===== src/rtl/sync_fifo_pkg.sv =====
// Shared definitions for the programmable synchronous FIFO.
// Read-mode selectors and pointer wrap helper.
package sync_fifo_pkg;

    localparam int FIFO_STD  = 0;
    localparam int FIFO_FWFT = 1;

    // Advance a pointer, wrapping to zero after depth-1 (any depth).
    function automatic logic [31:0] next_ptr(
        input logic [31:0] ptr,
        input logic [31:0] depth
    );
        return (ptr == depth - 32'd1) ? 32'd0 : ptr + 32'd1;
    endfunction

endpackage


===== src/rtl/sync_fifo_prog_ram.sv =====
// Simple dual-port RAM: one write port, one synchronous read port.
// Storage is not reset; only the output register is.
module sync_sdp_ram #(
    parameter int WIDTH = 32,
    parameter int DEPTH = 32,
    parameter int AW    = 5
) (
    input  logic             clk,
    input  logic             rst_n,
    input  logic             we,
    input  logic [AW-1:0]    waddr,
    input  logic [WIDTH-1:0] wdata,
    input  logic             re,
    input  logic [AW-1:0]    raddr,
    output logic [WIDTH-1:0] rdata
);

    logic [WIDTH-1:0] mem [0:DEPTH-1];
    logic [WIDTH-1:0] rdata_q;
    logic [WIDTH-1:0] rdata_d;

    // Storage write port.
    always_ff @(posedge clk) begin
        if (we) begin
            mem[waddr] <= wdata;
        end
    end

    // Output register loads only on a read enable.
    always_comb begin
        rdata_d = rdata_q;
        if (re) begin
            rdata_d = mem[raddr];
        end
    end

    // Output register with synchronous reset.
    always_ff @(posedge clk) begin
        if (!rst_n) begin
            rdata_q <= '0;
        end else begin
            rdata_q <= rdata_d;
        end
    end

    assign rdata = rdata_q;

endmodule


===== src/rtl/sync_fifo_prog.sv =====
// Single-clock FIFO with STD/FWFT read modes, programmable
// almost flags, occupancy count and sticky error flags.
module sync_fifo_prog
    import sync_fifo_pkg::*;
#(
    parameter int WIDTH = 32,
    parameter int DEPTH = 32,
    parameter int FWFT  = FIFO_STD,
    parameter int CW    = $clog2(DEPTH + 1)
) (
    input  logic             clk,
    input  logic             rst_n,
    input  logic             wr_en,
    input  logic [WIDTH-1:0] din,
    input  logic             rd_en,
    output logic [WIDTH-1:0] dout,
    output logic             dout_valid,
    output logic             full,
    output logic             empty,
    output logic             almost_full,
    output logic             almost_empty,
    input  logic [CW-1:0]    af_thresh,
    input  logic [CW-1:0]    ae_thresh,
    output logic [CW-1:0]    count,
    output logic             overflow,
    output logic             underflow,
    input  logic             err_clr
);

    localparam int AW      = $clog2(DEPTH);
    localparam bit IS_FWFT = (FWFT == FIFO_FWFT);

    logic [AW-1:0] wr_ptr_q, wr_ptr_d;
    logic [AW-1:0] rd_ptr_q, rd_ptr_d;
    logic [CW-1:0] count_q, count_d;
    logic [CW-1:0] ram_cnt;
    logic          dv_q, dv_d;
    logic          ovf_q, ovf_d;
    logic          unf_q, unf_d;
    logic          wr_acc;
    logic          rd_acc;
    logic          ram_re;

    // In FWFT the output register holds one of the counted words.
    assign ram_cnt = IS_FWFT ? count_q - CW'(dv_q) : count_q;

    assign full         = (count_q == CW'(DEPTH));
    assign empty        = IS_FWFT ? !dv_q : (count_q == '0);
    assign almost_full  = (count_q >= af_thresh);
    assign almost_empty = (count_q <= ae_thresh);
    assign count        = count_q;
    assign dout_valid   = dv_q;
    assign overflow     = ovf_q;
    assign underflow    = unf_q;

    // Acceptance, occupancy, pointer, prefetch and error-flag logic.
    always_comb begin
        wr_acc   = wr_en && !full;
        rd_acc   = rd_en && !empty;
        count_d  = count_q;
        ram_re   = 1'b0;
        dv_d     = dv_q;
        if (wr_acc && !rd_acc) begin
            count_d = count_q + CW'(1);
        end else if (rd_acc && !wr_acc) begin
            count_d = count_q - CW'(1);
        end
        wr_ptr_d = wr_ptr_q;
        if (wr_acc) begin
            wr_ptr_d = AW'(next_ptr(32'(wr_ptr_q), 32'(DEPTH)));
        end
        if (IS_FWFT) begin
            // Refill the output stage whenever it is free or being popped.
            ram_re = (ram_cnt != '0) && (!dv_q || rd_acc);
            dv_d   = ram_re || (dv_q && !rd_acc);
        end else begin
            ram_re = rd_acc;
            dv_d   = rd_acc;
        end
        rd_ptr_d = rd_ptr_q;
        if (ram_re) begin
            rd_ptr_d = AW'(next_ptr(32'(rd_ptr_q), 32'(DEPTH)));
        end
        // A new error event outranks a simultaneous clear.
        ovf_d = (wr_en && full) || (ovf_q && !err_clr);
        unf_d = (rd_en && empty) || (unf_q && !err_clr);
    end

    // Control state registers with synchronous reset.
    always_ff @(posedge clk) begin
        if (!rst_n) begin
            wr_ptr_q <= '0;
            rd_ptr_q <= '0;
            count_q  <= '0;
            dv_q     <= 1'b0;
            ovf_q    <= 1'b0;
            unf_q    <= 1'b0;
        end else begin
            wr_ptr_q <= wr_ptr_d;
            rd_ptr_q <= rd_ptr_d;
            count_q  <= count_d;
            dv_q     <= dv_d;
            ovf_q    <= ovf_d;
            unf_q    <= unf_d;
        end
    end

    sync_sdp_ram #(
        .WIDTH (WIDTH),
        .DEPTH (DEPTH),
        .AW    (AW)
    ) u_ram (
        .clk   (clk),
        .rst_n (rst_n),
        .we    (wr_acc),
        .waddr (wr_ptr_q),
        .wdata (din),
        .re    (ram_re),
        .raddr (rd_ptr_q),
        .rdata (dout)
    );

endmodule


===== config.mk =====
export PLATFORM = sky130hd
export DESIGN_NAME = sync_fifo_prog
export DESIGN_NICKNAME = d
export VERILOG_FILES = /design/src/rtl/sync_fifo_pkg.sv /design/src/rtl/sync_fifo_prog_ram.sv /design/src/rtl/sync_fifo_prog.sv
export SDC_FILE = /design/constraint.sdc
export NUM_CORES = 1
export LEC_CHECK = 0
export ABC_CLOCK_PERIOD_IN_PS = 3100
export CORE_UTILIZATION = 56
export DETAILED_ROUTE_END_ITERATION = 6
export PLACE_DENSITY = 0.77
export SYNTH_ARGS = -nofsm -noshare
export SYNTH_HDL_FRONTEND = slang
export SYNTH_SLANG_ARGS = --single-unit
export TNS_END_PERCENT = 50

===== constraint.sdc =====
create_clock -name clk -period 3.1 [get_ports clk]
set_input_delay 0.775 -clock clk [delete_from_list [all_inputs] [get_ports clk]]
set_output_delay 0.775 -clock clk [all_outputs]
set_load 0.03 [all_outputs]

==> results of run 1 <==
==> final cells by class <==
class / instances / share of cell area
flip-flops and latches: 1075 / 0.663
repair buffers: 234 / 0.0542
inverters: 18 / 0.00151
clock inverters: 50 / 0.00991
clock buffers: 140 / 0.0596
well taps: 950 / 0.0248
multi-input cells: 686 / 0.187
==> Yosys cell counts, types with 2 or more instances <==
cell	number
a2111o_1	32
a21o_1	6
a21oi_1	16
a31oi_1	3
and2_1	2
and3_1	2
buf_1	3
buf_2	34
buf_6	3
clkbuf_1	58
dfxtp_1	51
edfxtp_1	1024
ha_1	24
inv_1	16
mux2i_1	67
mux4_2	256
nand2_1	17
nand2b_1	3
nand3_1	4
nand3b_1	3
nor2_1	112
nor2b_1	4
nor3_1	36
o21a_1	2
o21ai_0	6
o22ai_1	65
or3b_2	2
or4_1	4
xnor2_1	2
==> what timing repair did <==
item                       4_1_cts  5_1_grt
setup endpoints to repair        4        1
gates resized for setup         11        7
gates cloned                     0        0
pin swaps                        2        4
==> kinds of logic after synthesis <==
logic type      Yosys count
xor+xnor                  3
compound gates          136
buf+inv                 117
simple gates            199
fa+ha+maj                25
flops                  1075
mux                     323
==> power groups by stage <==
stage                     logic, mW  clock network, mW  registers, mW
after floorplan                3.19                  0           17.0
after global placement         5.06                  0           16.9
after detailed placement       5.17                  0           16.9
after CTS                      5.26               12.5           16.6
after global routing           5.54               13.0           16.6
final                          5.22               12.4           16.6
==> through the flow <==
stage	setup slack, ns	cells	hold slack (ns)	area, µm²
floorplan	-0.0354	1878	0.480	41000
global placement	-0.500	2963	0.465	44600
detailed placement	-0.456	2963	0.463	44600
CTS	-0.145	3153	0.515	48000
global route	0.00516	3153	0.532	48000
finish	0.0622	3153	0.510	48000
==> final timing paths <==
check | startpoint | cells after the start | end | slack [ns]
min | u_ram.rdata[27] | 1 | u_ram.rdata[27] | 0.51
max | count[1] | 3 | empty | 0.06
min reg2reg | u_ram.rdata[27] | 1 | u_ram.rdata[27] | 0.51
max reg2reg | count[1] | 6 | u_ram.rdata[6] | 0.23
==> flip-flops by register name, summed over array words and instances, names as in the netlist <==
register     cells
rd_ptr_q         5
wr_ptr_q         5
dout_valid       1
count            6
underflow        1
u_ram.mem     1024
overflow         1
u_ram.rdata     32
==> per-layer routing <==
layer / track usage / routed length [µm] / up-vias
met5: 0 / 0 / -
met4: 0.120 / 4280 / 0
met3: 0.0499 / 9550 / 233
met2: 0.445 / 49400 / 1419
met1: 0.366 / 36600 / 11000
li1: - / - / 8367
==> critical path: stages (launching register included) <==
cell and delay [ns]:
dfxtp_1 0.32, or4_4 0.58, nor3_1 0.25, dlygate4sd2_1 0.46
==> cell usage in the layout (no fill, tap or decap), drive strengths merged, types with 6 or more instances in the layout <==
cell / n
a2111o: 32
nor2: 112
a21oi: 16
clkinv: 38
o22ai: 65
clkbuf: 140
a21o: 6
dfxtp: 51
o21ai: 6
nand2: 17
clkdlybuf4s50: 87
mux2i: 67
ha: 24
inv: 17
edfxtp: 1024
nor3: 36
buf: 143
bufinv: 8
mux4: 256
==> reports/metrics.cfg, run 1 <==
[synthesis]
synthFlopType=edfxtp_1
synth_compound_area_frac=0.0248
synth_area_mm2=0.0410
synth.distinct_cells=50
ys_top_cells_by_area=edfxtp_1 75%, mux4_2 14%, dfxtp_1 2.5%
synth_top_family_by_area=multiplexers
synth.ff_latch_count=1075
syn_inst=1878
syn-num-nets=1952
synth_edf_count=1024
yosysWarnings=0
yosysSeqAreaShare=0.775
async_flop_share=0
synthXorXnorAreaFrac=0.000641
yosys.area.top_type=edfxtp_1
synth_mux_area_frac=0.157
synthDominantCellAreaShare=0.750
synthAdderAreaFrac=0.00781
yosys.area_share.simple=0.0221
postSynthAreaPerCell_um2=21.8

[clock_network]
ctsHoldBuffers=0
tritoncts=yes
cts_buffers=104
clkTransAtPathRegs_ns=0.06
cts_root_buffer=clkbuf_16
clockBufferDepth=3
cts_setup_buffers=0
cts_num_sinks=1075
clk_latency_ns=0.66
h-tree-depth=3

[placement]
hpwl_um=53600
portBuffers=93
place.gp.congestion=0.822

[die]
dieArea_mm2=0.0743
die_h_um=273
die_w_um=273
start_util=0.569
pin_count=94
core-area_mm2=0.0720
std_cell_rows=98

[grt]
gr-total-overflow=0
antenna_found_initial=0
grt_usage=0.273
grt_max_degree=79
grt_pass1_wl_um=145000
grt_pass1_vias=21800

[route]
dr.pass1.iters=5
routed_wl_um=99800
wl_per_cell_um=31.7
vias=21000
drc=0
drtAntennaViolNets=0
drtIter0Drc=2650
viasPerCell=6.67

[power_and_ir_drop]
pwr-share-seq=0.485
combinationalPowerShare=0.153
p_sw_mw=8.28
cellPowerDensity_mw_per_mm2=713
p_clk_frac=0.362
finalPower_mw=34.2
cellLeakagePower_nw=15.1
switching_share=0.242
peakVddDrop_v=0.000772
p_int_mw=25.9

[layout]
synthToLayoutAreaGrowth_pct=17.0
ff_latch_area_mm2=0.0318
fill_cells=4270
nets=2193
postLayoutCoreUtil=0.666
diodes=0
multi_input_area_mm2=0.00899
drive_above_1_share=0.274

[sta]
post-route-period-util=0.980
worst_pin_slew_ns=1.21
slew_headroom=0.188
final_max_slew_viol_count=0
fmax_mhz=329
skew_ns=0.0169
fin_tns_setup_ns=0
min_period_ns=3.04
finalHoldViolCount=0
rsz0062_at_grt=false
setup_viol=0

[worst_setup_path]
arrival_ns=2.26
startpoint_type=register
path_class=reg2out
cp_max_fo=4
worstPathRequired_ns=2.32
critPathCaptureType=output port

[job]
cap_violations=0

[run_status]
run_status=completed

[worst_hold_path]
hp-class=reg2reg

(Power assumes the default switching activity.)
==> run 2: changes to the inputs <==
--- a/config.mk
+++ b/config.mk
@@ -6,9 +6,10 @@
 export NUM_CORES = 1
 export LEC_CHECK = 0
 export ABC_CLOCK_PERIOD_IN_PS = 3100
-export CORE_UTILIZATION = 56
+export CORE_UTILIZATION = 58
+export CTS_BUF_LIST = sky130_fd_sc_hd__clkbuf_8
 export DETAILED_ROUTE_END_ITERATION = 6
-export PLACE_DENSITY = 0.77
+export PLACE_DENSITY = 0.79
 export SYNTH_ARGS = -nofsm -noshare
 export SYNTH_HDL_FRONTEND = slang
 export SYNTH_SLANG_ARGS = --single-unit
==> run 2 against run 1 <==
Cell count up 3.5%. Register-to-register slack worse by 0.12 ns. Worst hold slack worse by 0.039 ns. Non-clock buffer count up 8. Via count up 0.25%. Clock power down 14%. Global-route usage up 0.30 points. Count of clock-buffer cells in the layout up 34. Flip-flop and latch count unchanged. Cell area down 0.33%. Combinational power up 1%. Worst setup slack worse by 0.019 ns.
==> reports/metrics.cfg, run 2 (synthesis results as in run 1) <==
[worst_hold_path]
hold_end=u_ram.rdata[20]
worstHoldStart=u_ram.rdata[20]
hold_depth=1
hp-class=reg2reg

[worst_setup_path]
cp_common_cell=a21o_1
worst_path_largest_cell_delay_ns=0.46
critPathCaptureType=output port
worst_r2r_path_depth=10
worstPathRequired_ns=2.32
cp_max_fo=1
crit_path_cell_trace=clkdlybuf4s50_1, inv_1, ha_1, a21o_1, a21o_1, a21oi_2, o21ai_1, buf_4
reg2reg_to=count[5]
startpoint_type=input port
ff2ff_setup_slack_ns=0.11
arrival_ns=2.28
cpMaxStageDelayCell=clkdlybuf4s50_1
timing.rr.start=count[1]
path_class=in2out

[die]
core-area_mm2=0.0700
pin_count=94
start_util=0.585
die_h_um=268
die_w_um=268
dieArea_mm2=0.0717
std_cell_rows=97

[layout]
largest_reg_flops=1024
max_flop_register=u_ram.mem
multi_input_area_mm2=0.00901
fill_cells=4144
nets=2262
final_cell_mix=1024 x edfxtp_1, 256 x mux4_2, 174 x clkbuf_8
synthToLayoutAreaGrowth_pct=16.7
finalNonFillerCells=3263
drive_above_1_share=0.289
stdcell_area_mm2=0.0478
ff_latch_area_mm2=0.0318
layout_commonest_cell=edfxtp_1

[sta]
fmax_mhz=327
setup_viol=0
slew_headroom=0.279
min_period_ns=3.06
finalHoldViolCount=0
worst_pin_slew_ns=1.08
setup_ws_ns=0.0430
skew_ns=0.0453
final_max_slew_viol_count=0
post-route-period-util=0.986
rsz0062_at_grt=false

[grt]
grt_max_degree=44
met1_usage=0.368
gr-total-overflow=0
grt_util_met2=0.447
grt_pass1_wl_um=140000
top_usage_layer=met2
antenna_found_initial=1
met3_usage=0.0631
grt_usage=0.276
grt_pass1_vias=22000

[route]
drc=0
dr.pass1.iters=5
viasPerCell=6.46
wl_per_cell_um=29.5
drtAntennaViolNets=0
routed_wl_um=96300
drtIter0Drc=2565
vias=21100

[placement]
place.gp.congestion=0.813
post-place-ws_ns=-0.437
post-place-cells=2960
place_area_mm2=0.0447
hpwl_um=54700
portBuffers=93

[clock_network]
tritoncts=yes
cts_root_buffer=clkbuf_8
cts_buffers=165
clockBufferDepth=3
cts_num_sinks=1075
clkTransAtPathRegs_ns=0.06
clk_latency_ns=0.81
h-tree-depth=4

[job]
cap_violations=0

[run_status]
run_status=completed

[power_and_ir_drop]
cellPowerDensity_mw_per_mm2=681
peakVddDrop_v=0.000777
cellLeakagePower_nw=15.3

run 2: worst max-delay path by stage:
stage          depth (start not counted)          from               end  slack (ns)
3_3_place_gp                           8  af_thresh[0]       almost_full       -0.50
6_report                               8  af_thresh[1]       almost_full        0.04
2_1_floorplan                          5      count[0]  u_ram.mem[30][0]       -0.04
4_1_cts                                7      count[1]      almost_empty      -0.001
3_5_place_dp                           8  af_thresh[0]       almost_full       -0.44
5_1_grt                                3      count[1]             empty       0.002
run 2: area by class of cell:
type / count / share of cell area
antenna: 2 / 0.000105
clock buffer: 174 / 0.0501
clock inverter: 126 / 0.0132
inverter: 18 / 0.00152
multi-input combinational: 686 / 0.189
sequential: 1075 / 0.665
tap: 940 / 0.0246
timing repair buffer: 242 / 0.0571
run 2: worst max-delay path, delay by kind of cell:
family                     cells  cell delay [ns]
adders and majority gates      1             0.28
AOI/OAI and AO/OA              4             0.57
buffers and inverters          3             0.67
run 2: power breakdown:
group / internal [mW] / switching (mW)
Combinational: 2.64 / 2.64
Sequential: 16.3 / 0.333
Clock: 5.34 / 5.36
Total: 24.2 / 8.34
run 2: per-layer routing:
metal,part of all wire,up-vias
met5,0,-
met4,0.035,0
met3,0.10,243
met2,0.50,1395
met1,0.37,10900
li1,-,8563
run 2: through the flow:
step	hold WS, ns	util	setup TNS (ns)	power, mW
after global routing	0.502	0.683	0	33.7
after global placement	0.456	0.639	-0.589	22.0
after detailed placement	0.460	0.639	-0.608	22.2
after floorplan	0.480	-	-32.75	20.2
after CTS	0.475	0.682	-0.00137	32.7
final	0.471	0.683	0	32.6
run 2: what timing repair did:
item / CTS / global route
hold buffers: 0 / 0
setup endpoints to repair: 4 / 3
resized for setup: 29 / 6
cloned: 0 / 0
buffers inserted: 1 / 0
pin swaps: 8 / 10
